`src/rtl/instruction_fetch_if.sv`:
```
// ============================================================================
// instruction_fetch_if : instruction memory request/response bus
// Rev 1.0
// ============================================================================
`default_nettype none

interface instruction_fetch_if;
  logic [31:0] addr;
  logic        read;
  logic [31:0] readdata;
  logic        busywait;

  modport master (
    output addr,
    output read,
    input  readdata,
    input  busywait
  );

  modport slave (
    input  addr,
    input  read,
    output readdata,
    output busywait
  );
endinterface

`default_nettype wire

```
`src/rtl/instruction_fetch.sv`:
```
// ============================================================================
// instruction_fetch : PC register, imem fetch FSM and IF/ID pipeline register
// Rev 1.0
// ============================================================================
`default_nettype none

module instruction_fetch #(
  parameter logic [31:0] RESET_VECTOR = 32'h00000000,
  parameter logic [31:0] NOP_INSTR    = 32'h00000013
) (
  input  wire logic                  clk,
  input  wire logic                  rst,
  input  wire logic                  stall,
  input  wire logic                  ex_branch_taken,
  input  wire logic [31:0]           ex_branch_target,
  instruction_fetch_if.master        imem,
  output logic      [31:0]           if_pc,
  output logic      [31:0]           if_instruction,
  output logic      [31:0]           if_pc_plus4,
  output logic                       if_valid,
  output logic                       if_busywait
);

  typedef enum logic [1:0] {
    S_FETCH   = 2'd0,
    S_HOLD    = 2'd1,
    S_DISCARD = 2'd2
  } state_t;

  state_t      r_state, w_state;
  logic [31:0] r_pc, w_pc;
  logic [31:0] r_buffer, w_buffer;
  logic [31:0] r_if_pc, w_if_pc;
  logic [31:0] r_if_instr, w_if_instr;
  logic [31:0] r_if_pc_plus4, w_if_pc_plus4;
  logic        r_if_valid, w_if_valid;

  logic [31:0] w_pc_plus4;
  logic [31:0] w_target;

  assign w_pc_plus4 = r_pc + 32'd4;
  assign w_target   = {ex_branch_target[31:2], 2'b00};

  assign imem.addr      = r_pc;
  assign imem.read      = (r_state == S_FETCH) && !rst;
  assign if_pc          = r_if_pc;
  assign if_instruction = r_if_instr;
  assign if_pc_plus4    = r_if_pc_plus4;
  assign if_valid       = r_if_valid;

  always_comb begin
    w_state       = r_state;
    w_pc          = r_pc;
    w_buffer      = r_buffer;
    w_if_pc       = r_if_pc;
    w_if_instr    = r_if_instr;
    w_if_pc_plus4 = r_if_pc_plus4;
    w_if_valid    = r_if_valid;
    if_busywait   = 1'b0;

    case (r_state)
      S_FETCH: begin
        if_busywait = imem.busywait;
        if (ex_branch_taken) begin
          w_pc          = w_target;
          w_if_pc       = 32'd0;
          w_if_instr    = NOP_INSTR;
          w_if_pc_plus4 = 32'd0;
          w_if_valid    = 1'b0;
          w_buffer      = 32'd0;
          // An outstanding access must drain before the new address is issued
          w_state       = imem.busywait ? S_DISCARD : S_FETCH;
        end else if (!imem.busywait) begin
          if (stall) begin
            w_buffer = imem.readdata;
            w_state  = S_HOLD;
          end else begin
            w_if_pc       = r_pc;
            w_if_instr    = imem.readdata;
            w_if_pc_plus4 = w_pc_plus4;
            w_if_valid    = 1'b1;
            w_pc          = w_pc_plus4;
          end
        end
      end

      S_HOLD: begin
        if (ex_branch_taken) begin
          w_pc          = w_target;
          w_if_pc       = 32'd0;
          w_if_instr    = NOP_INSTR;
          w_if_pc_plus4 = 32'd0;
          w_if_valid    = 1'b0;
          w_buffer      = 32'd0;
          w_state       = S_FETCH;
        end else if (!stall) begin
          w_if_pc       = r_pc;
          w_if_instr    = r_buffer;
          w_if_pc_plus4 = w_pc_plus4;
          w_if_valid    = 1'b1;
          w_pc          = w_pc_plus4;
          w_state       = S_FETCH;
        end
      end

      S_DISCARD: begin
        if_busywait = 1'b1;
        if (ex_branch_taken) begin
          w_pc = w_target;
        end
        if (!imem.busywait) begin
          w_state = S_FETCH;
        end
      end

      default: begin
        w_state = S_FETCH;
      end
    endcase
  end

  always_ff @(posedge clk) begin
    if (rst) begin
      r_state       <= S_FETCH;
      r_pc          <= RESET_VECTOR;
      r_buffer      <= 32'd0;
      r_if_pc       <= 32'd0;
      r_if_instr    <= NOP_INSTR;
      r_if_pc_plus4 <= 32'd0;
      r_if_valid    <= 1'b0;
    end else begin
      r_state       <= w_state;
      r_pc          <= w_pc;
      r_buffer      <= w_buffer;
      r_if_pc       <= w_if_pc;
      r_if_instr    <= w_if_instr;
      r_if_pc_plus4 <= w_if_pc_plus4;
      r_if_valid    <= w_if_valid;
    end
  end

endmodule

`default_nettype wire

```
`src/flat_wrapper.sv`:
```
// flat-port wrapper written by rule: the top's interface ports become plain ports
module instruction_fetch_flat 
#(
  parameter logic [31:0] RESET_VECTOR = 32'h00000000,
  parameter logic [31:0] NOP_INSTR    = 32'h00000013
)
  (clk, rst, stall, ex_branch_taken, ex_branch_target, if_pc, if_instruction, if_pc_plus4, if_valid, if_busywait, imem_addr, imem_read, imem_readdata, imem_busywait);
  instruction_fetch_if imem_i ();
  input  wire logic clk;
  input  wire logic rst;
  input  wire logic stall;
  input  wire logic ex_branch_taken;
  input  wire logic [31:0] ex_branch_target;
  output logic      [31:0] if_pc;
  output logic      [31:0] if_instruction;
  output logic      [31:0] if_pc_plus4;
  output logic if_valid;
  output logic if_busywait;
  output wire logic [$bits(imem_i.addr)-1:0] imem_addr;
  output wire logic [$bits(imem_i.read)-1:0] imem_read;
  input wire logic [$bits(imem_i.readdata)-1:0] imem_readdata;
  input wire logic [$bits(imem_i.busywait)-1:0] imem_busywait;
  assign imem_addr = imem_i.addr;
  assign imem_read = imem_i.read;
  assign imem_i.readdata = imem_readdata;
  assign imem_i.busywait = imem_busywait;
  instruction_fetch #(.RESET_VECTOR(RESET_VECTOR), .NOP_INSTR(NOP_INSTR)) u_core (.clk(clk), .rst(rst), .stall(stall), .ex_branch_taken(ex_branch_taken), .ex_branch_target(ex_branch_target), .imem(imem_i), .if_pc(if_pc), .if_instruction(if_instruction), .if_pc_plus4(if_pc_plus4), .if_valid(if_valid), .if_busywait(if_busywait));
endmodule
```
`config.mk`:
```
export PLATFORM = sky130hd
export DESIGN_NAME = instruction_fetch_flat
export DESIGN_NICKNAME = d
export VERILOG_FILES = /design/src/rtl/instruction_fetch_if.sv /design/src/rtl/instruction_fetch.sv /design/src/flat_wrapper.sv
export SDC_FILE = /design/constraint.sdc
export NUM_CORES = 1
export LEC_CHECK = 0
export ABC_AREA = 0
export BUFFER_PORTS_ARGS = -buffer_cell sky130_fd_sc_hd__buf_2
export CAP_MARGIN = 10
export CORE_ASPECT_RATIO = 0.8
export CORE_MARGIN = 3
export CORE_UTILIZATION = 30
export CTS_CLUSTER_DIAMETER = 100
export DETAILED_ROUTE_END_ITERATION = 6
export PLACE_DENSITY = 0.54
export SLEW_MARGIN = 20
export SYNTH_ARGS = -nofsm -noshare
export SYNTH_HDL_FRONTEND = slang
export SYNTH_SLANG_ARGS = --single-unit
```
`constraint.sdc`:
```
create_clock -name clk -period 6.3 [get_ports clk]
set_input_delay 0.63 -clock clk [delete_from_list [all_inputs] [get_ports clk]]
set_output_delay 0.63 -clock clk [all_outputs]
set_load 0.05 [all_outputs]
```
==> results of run 1 <==
[critical path: cells and delay by family, from the launching register on]
family          cells  cell delay, ps
flops               1             590
simple gates        4            1540
compound gates      1             330
buf+inv             2             640
[per-layer routing]
| metal | up-vias | global-route usage (%) |
|---|---|---|
| met5 | - | 0 |
| met4 | 2 | 3.959 |
| met3 | 16 | 4.284 |
| met2 | 247 | 28.77 |
| met1 | 3499 | 27.26 |
| li1 | 3586 | - |
[layout make-up]
| class | count | share of cell area [%] |
|---|---|---|
| Clock buffer | 18 | 4.727 |
| Clock inverter | 13 | 2.343 |
| Inverter | 8 | 0.3308 |
| Multi-Input combinational cell | 690 | 41.52 |
| Sequential cell | 158 | 34.84 |
| Tap cell | 312 | 4.300 |
| Timing Repair Buffer | 209 | 11.93 |
[through the flow]
step,util (%),setup WS [ps],hold slack (ps),power [mW],cell area [um2]
3_5_place_dp,35.40,2825,439.9,1.521,8437
5_1_grt,38.09,2872,456.4,2.765,9079
3_3_place_gp,35.40,2835,436.0,1.519,8437
4_1_cts,38.09,3059,446.4,2.690,9079
6_report,38.09,3060,445.2,2.658,9079
2_1_floorplan,-,3662,429.8,1.397,7400
[flip-flops by register name (all words and copies together), names as in the netlist]
register and count:
u_core.r_state 2, u_core.if_instruction 32, u_core.if_pc 30, u_core.if_valid 1, u_core.if_pc_plus4 31, u_core.imem.addr 30, u_core.r_buffer 32
[final timing paths]
| path | start | to | slack [ps] | cells after the start |
|---|---|---|---|---|
| max | u_core.r_state[1] | u_core.imem.addr[25] | 3060 | 7 |
| min | u_core.if_instruction[11] | u_core.if_instruction[11] | 450 | 2 |
| max reg2reg | u_core.r_state[1] | u_core.imem.addr[25] | 3060 | 7 |
| min reg2reg | u_core.if_instruction[11] | u_core.if_instruction[11] | 450 | 2 |
[cells by family (layout without fill, tap and decap cells)]
| group | count (synthesis) | count (layout) | share of synthesized area [%] |
|---|---|---|---|
| AO/OA/AOI/OAI | 241 | 241 | 19.44 |
| XOR/XNOR | 27 | 27 | 3.197 |
| adder cells (fa/ha/maj) | 1 | 1 | 0.1691 |
| buffers and inverters | 107 | 248 | 6.598 |
| flip-flops | 158 | 158 | 42.77 |
| other | 1 | 2 | 0.05070 |
| AND/OR/NAND/NOR | 419 | 419 | 27.78 |
[Yosys cell counts (7+ instances only)]
cell	count
a21oi_1	147
a22oi_1	12
and3_1	8
and4_1	7
buf_2	21
buf_4	7
clkbuf_1	63
dfxtp_1	158
inv_1	8
nand2_1	210
nand3_1	57
nand3b_1	27
nand4_1	15
nor2_1	38
nor3_1	8
o21ai_0	20
o2bb2ai_1	18
or3_1	11
xnor2_1	8
xor2_1	19
[power by group]
part,switching [mW],internal [mW]
Sequential,0.0537,1.04
Combinational,0.297,0.104
Clock,0.455,0.706
Total,0.806,1.85
==> metrics.md, run 1 <==
| Metric | Value |
|---|---|
| ANT nets after route | 0 |
| Uppermost layer routed | met5 |
| Tot GR Track Use | approximately a fifth |
| Commonest non-fill, non-tap cell in the layout | nand2_1 |
| Non-filler cells, final | between 1000 and 1500 |
| Outcome | finished, final reports clean |
| M1 wire length | about 12000 um |
| Clock insertion delay at the later pin of the skew report | between 400 and 500 ps |
| Chip width | 181.5 um |
| 1st-iter DRT viols | 457 |
| Data required time of the worst path | between 6000 and 7000 ps |
| Row count | 50 |
| Layout area overhead | 22.75% |
| Initial antenna violation count | 1 |
| Tightest Pin Transition | roughly 1000 ps |
| First-pass DRT Iterations | 5 |
| Number of cells produced by synthesis | around 950 |
| Relative slew slack | between 30% and 40% |
| Post-CTS Setup Inserts | 0 |
| DR WL met3 | 1841 um |
| DP Wirelength | 16530 um |
| Final Critical Period | 3240 ps |
| Die Ht | roughly 150 um |
| Ant diodes | 0 |
| Peak VDD IR | between 150 and 200 uV |
| Number of global-route vias before repair | between 6000 and 7000 |
| Slowest CP cell | nor2b_1 |
| DR WL/cell | about 18 um |
| DP Cell Count | roughly 1400 |
| Worst EP arrival | 3550 ps |
| Worst hold path class | reg -> reg |
| Biggest area consumer among synthesized cells | dfxtp_1 |
| Tcrit/Tclk final | about half |
| DRC viols | 0 |
| Ys flop type | dfxtp_1 |
| GRT overflow | 0 |
| Layout cell share with drive strength beyond 1 | about a quarter |
| Final wirelength | between 20000 and 30000 um |
| Via count | 7350 |
| First-pass GRT wire length | 40420 um |
| Cts hold-fix bufs | 0 |
| H-tree levels | 4 |
| CTS Buffer Depth | 2 |
| Peak Freq | ~310 MHz |
| Via/cell ratio | about 5.2 |
| Max-cap violations | 0 |
| CP max FO | 23 |
| Post-synth EDFFs | 0 |
| Initial Util | between 30% and 40% |
| Ys async rst share | 0% |
| FF+latch area | 3163 um2 |
| Sequential cell area fraction in the yosys report | 42.77% |
| Core area | ~24000 um2 |
| Hold Violations, Final | 0 |
| Mapped Area | roughly 7400 um2 |
| Max stage delay on crit path | about 800 ps |
| Synth area leaders | dfxtp_1 (43%), nand2_1 (11%), a21oi_1 (9.9%) |
| Most frequent cells in the layout | nand2_1 (210), buf_2 (194), dfxtp_1 (158) |
| FF+latch count, synth | between 150 and 200 |
| Largest net degree at the start of global routing | 85 |
| Most frequent CP cell | buf_4 |
| Final #Nets | ~1200 |
| Critical path class | reg -> reg |
| Multi-input gate area | 3770 um2 |
| CTS tree | yes |
| TNS Setup | 0 ps |
| CP Launch Type | register |
| Num CTS Buffers | 17 |
| Clock Tree Root | clkbuf_16 |
| Number of setup violations in the final report | 0 |
| CTS Sinks | around 160 |
| Fin Clk Skew | between 10 and 15 ps |
| Fin. max-slew vios | 0 |
| Post-synth cell types | 60 |
| Yosys Warn Count | 0 |
| DIE AREA | roughly 27000 um2 |
| RSZ-0062 raised after global routing | no |
| Synth top area share | about 43% |
| Post_cts resized | 0 |
| Avg Synthesized Cell Area | a little under 8 um2 |
| Fillers | 2579 |
| Placer Congestion | about 0.83 |
| Critical Path Sink Type | register |
| IO Count | 200 |
| Port bufs | between 150 and 200 |
| Cell Pwr Density | slightly below 300 nW/um2 |
| Clk pin slew, worst setup/hold paths | around 70 ps |
| Worst-path cell chain | nor2b_1, nor2_1, buf_4, nand3_1, buf_4, nor3_1, a311o_1 |
| Lkg Pwr | approximately 3.6 nW |
| Met2 wire length | roughly 11000 um |
(Power assumes the default switching activity.)
==> run 2: changes to the inputs <==
--- a/config.mk
+++ b/config.mk
@@ -13,7 +13,7 @@
 export CORE_UTILIZATION = 30
 export CTS_CLUSTER_DIAMETER = 100
 export DETAILED_ROUTE_END_ITERATION = 6
-export PLACE_DENSITY = 0.54
+export PLACE_DENSITY = 0.55
 export SLEW_MARGIN = 20
 export SYNTH_ARGS = -nofsm -noshare
 export SYNTH_HDL_FRONTEND = slang
==> constraint.sdc (replaced) <==
create_clock -name clk -period 2.9 [get_ports clk]
set_input_delay 0.29 -clock clk [delete_from_list [all_inputs] [get_ports clk]]
set_output_delay 0.29 -clock clk [all_outputs]
set_load 0.05 [all_outputs]
==> metrics.md, run 2 (synthesized netlist as in run 1, its figures left out) <==
| Metric | Value |
|---|---|
| Outcome | finished, final reports clean |
| Hold depth | 3 (+1) |
| Row count | 50 (unchanged) |
| Post-CTS Setup Inserts | 0 (unchanged) |
| CP Launch Type | register |
| Tot GR Track Use | 19.00% (+0.15 points) |
| CTS Sinks | 158 (unchanged) |
| Fin Clk Skew | 14.85 ps (+4.075 ps) |
| 1st-iter DRT viols | 553 (+21%) |
| Uppermost layer routed | met5 |
| Lkg Pwr | 3.690 nW (+1.6%) |
| FF+latch area | 3163 um2 (unchanged) |
| Max-cap violations | 0 (unchanged) |
| Final Critical Period | 2394 ps (-845.8 ps) |
| Most frequent cells in the layout | nand2_1 (210), buf_2 (194), dfxtp_1 (158) |
| Die Ht | 146.4 um (unchanged) |
| Data required time of the worst path | 3250 ps (-3360 ps) |
| Sw frac | 30.66% (+0.33 points) |
| Final #Nets | 1170 (+1.4%) |
| Flop pwr share | 42.3% (+1.1 points) |
| Largest net degree at the start of global routing | 109 (+28%) |
| Critical path class | reg -> reg |
| DIE AREA | 26580 um2 (unchanged) |
| DR WL met3 | 1832 um (-0.49%) |
| ANT nets after route | 0 (unchanged) |
| DP Wirelength | 17160 um (+3.9%) |
| WHS | 117.2 ps (-328.1 ps) |
| Ant diodes | 0 (unchanged) |
| Proportion of power drawn by the clock network | 41.4% (-2.3 points) |
| Initial Util | 31.03% (unchanged) |
| Post_cts resized | 0 (unchanged) |
| Fillers | 2535 (-1.7%) |
| Number of setup violations in the final report | 0 (unchanged) |
| P_sw | 1.713 mW (+110%) |
| Fin. max-slew vios | 0 (unchanged) |
| Chip width | 181.5 um (unchanged) |
| RSZ-0062 raised after global routing | no |
| TNS Setup | 0 ps (unchanged) |
| Reg2Reg Depth | 5 (-2) |
| Worst EP arrival | 2750 ps (-800 ps) |
| IO Count | 200 (unchanged) |
| Met2 wire length | 11050 um (-2.2%) |
| Clock Tree Root | clkbuf_16 |
| Relative slew slack | 53.71% (+21 points) |
| CP max FO | 12 (-48%) |
| Pint | 3.873 mW (+110%) |
| DRC viols | 0 (unchanged) |
| CTS Buffer Depth | 2 (unchanged) |
| Gate power share | 16.3% (+1.2 points) |
| Peak Freq | 417.7 MHz (+35%) |
| Multi-input gate area | 3770 um2 (unchanged) |
| DR WL/cell | 17.93 um (-1.2%) |
| Tcrit/Tclk final | 82.55% (+31 points) |
| Critical Path Sink Type | register |
| Placer Congestion | 0.8608 (+3.6%) |
| GRT overflow | 0 (unchanged) |
| M1 wire length | 12390 um (+1.4%) |
| Commonest non-fill, non-tap cell in the layout | nand2_1 |
| Core area | 23840 um2 (unchanged) |
| Total Power | 5.586 mW (+110%) |
| First-pass GRT wire length | 40450 um (about the same) |
| First-pass DRT Iterations | 5 (unchanged) |
| Port bufs | 195 (unchanged) |
| Via count | 7437 (+1.2%) |
| Peak VDD IR | 364.0 uV (+120%) |
| Final wirelength | 25520 um (-0.16%) |
| Layout area overhead | 23.80% |
| Cts hold-fix bufs | 0 (unchanged) |
| Tightest Pin Transition | 688.0 ps (-314.5 ps) |
| Number of global-route vias before repair | 6949 (-0.30%) |
| Clock insertion delay at the later pin of the skew report | 440 ps (about the same) |
| Initial antenna violation count | 1 (unchanged) |
| Layout cell share with drive strength beyond 1 | 24.30% (+1.0 points) |
| Post-route setup slack | 506.1 ps (-2554 ps) |
| Post-layout util | 38.41% (+0.33 points) |
| CTS tree | yes |
| Pre-CTS worst setup slack | 562.7 ps (-2263 ps) |
| Worst hold path class | in -> reg |
| Hold Violations, Final | 0 (unchanged) |
| Num CTS Buffers | 17 (unchanged) |
| Via/cell ratio | 5.226 (+0.12%) |
| Clk pin slew, worst setup/hold paths | 70 ps (about the same) |
| Cell Pwr Density | 610.0 nW/um2 (+110%) |
| H-tree levels | 4 (unchanged) |
[run 2: metal layers]
| metal | global-route usage (%) | up-vias |
|---|---|---|
| met3 | 4.558 | 24 |
| met2 | 28.02 | 264 |
| met5 | 0 | - |
| li1 | - | 3615 |
| met4 | 4.378 | 2 |
| met1 | 27.99 | 3532 |
[run 2: final timing paths]
check,to,slack [ps],start
hold reg to reg,u_core.if_pc[28],450,u_core.if_pc[28]
setup reg to reg,u_core.imem.addr[22],510,u_core.imem.addr[6]
hold / removal,u_core.r_buffer[5],120,imem_readdata[5]
setup / recovery,u_core.imem.addr[22],510,u_core.imem.addr[6]
[run 2: metrics by stage]
step | cells | instance area [um2]
finish | 1423 | 9156
global route | 1423 | 9156
CTS | 1423 | 9156
detailed placement | 1393 | 8569
global placement | 1393 | 8569
floorplan | 955 | 7400
[run 2: cell type report]
type | count | area share, %
multi-input combinational | 690 | 41.17
sequential | 158 | 34.54
timing repair buffer | 225 | 13.28
clock buffer | 19 | 4.837
tap | 312 | 4.263
clock inverter | 11 | 1.571
inverter | 8 | 0.3280
[run 2: power by group through the flow]
stage | combinational [mW] | sequential, mW | clock [mW]
after floorplan | 0.417 | 2.62 | 0
after global placement | 0.912 | 2.41 | 0
after detailed placement | 0.915 | 2.41 | 0
after CTS | 0.918 | 2.36 | 2.37
after global routing | 0.989 | 2.38 | 2.45
final | 0.911 | 2.36 | 2.31
[run 2: worst max-delay path: stages, from the launching register on]
cell     delay (ps)
dfxtp_1         540
nand4_2         420
nor4_4          520
nand3_1         230
or4_1           430
a31oi_1         160
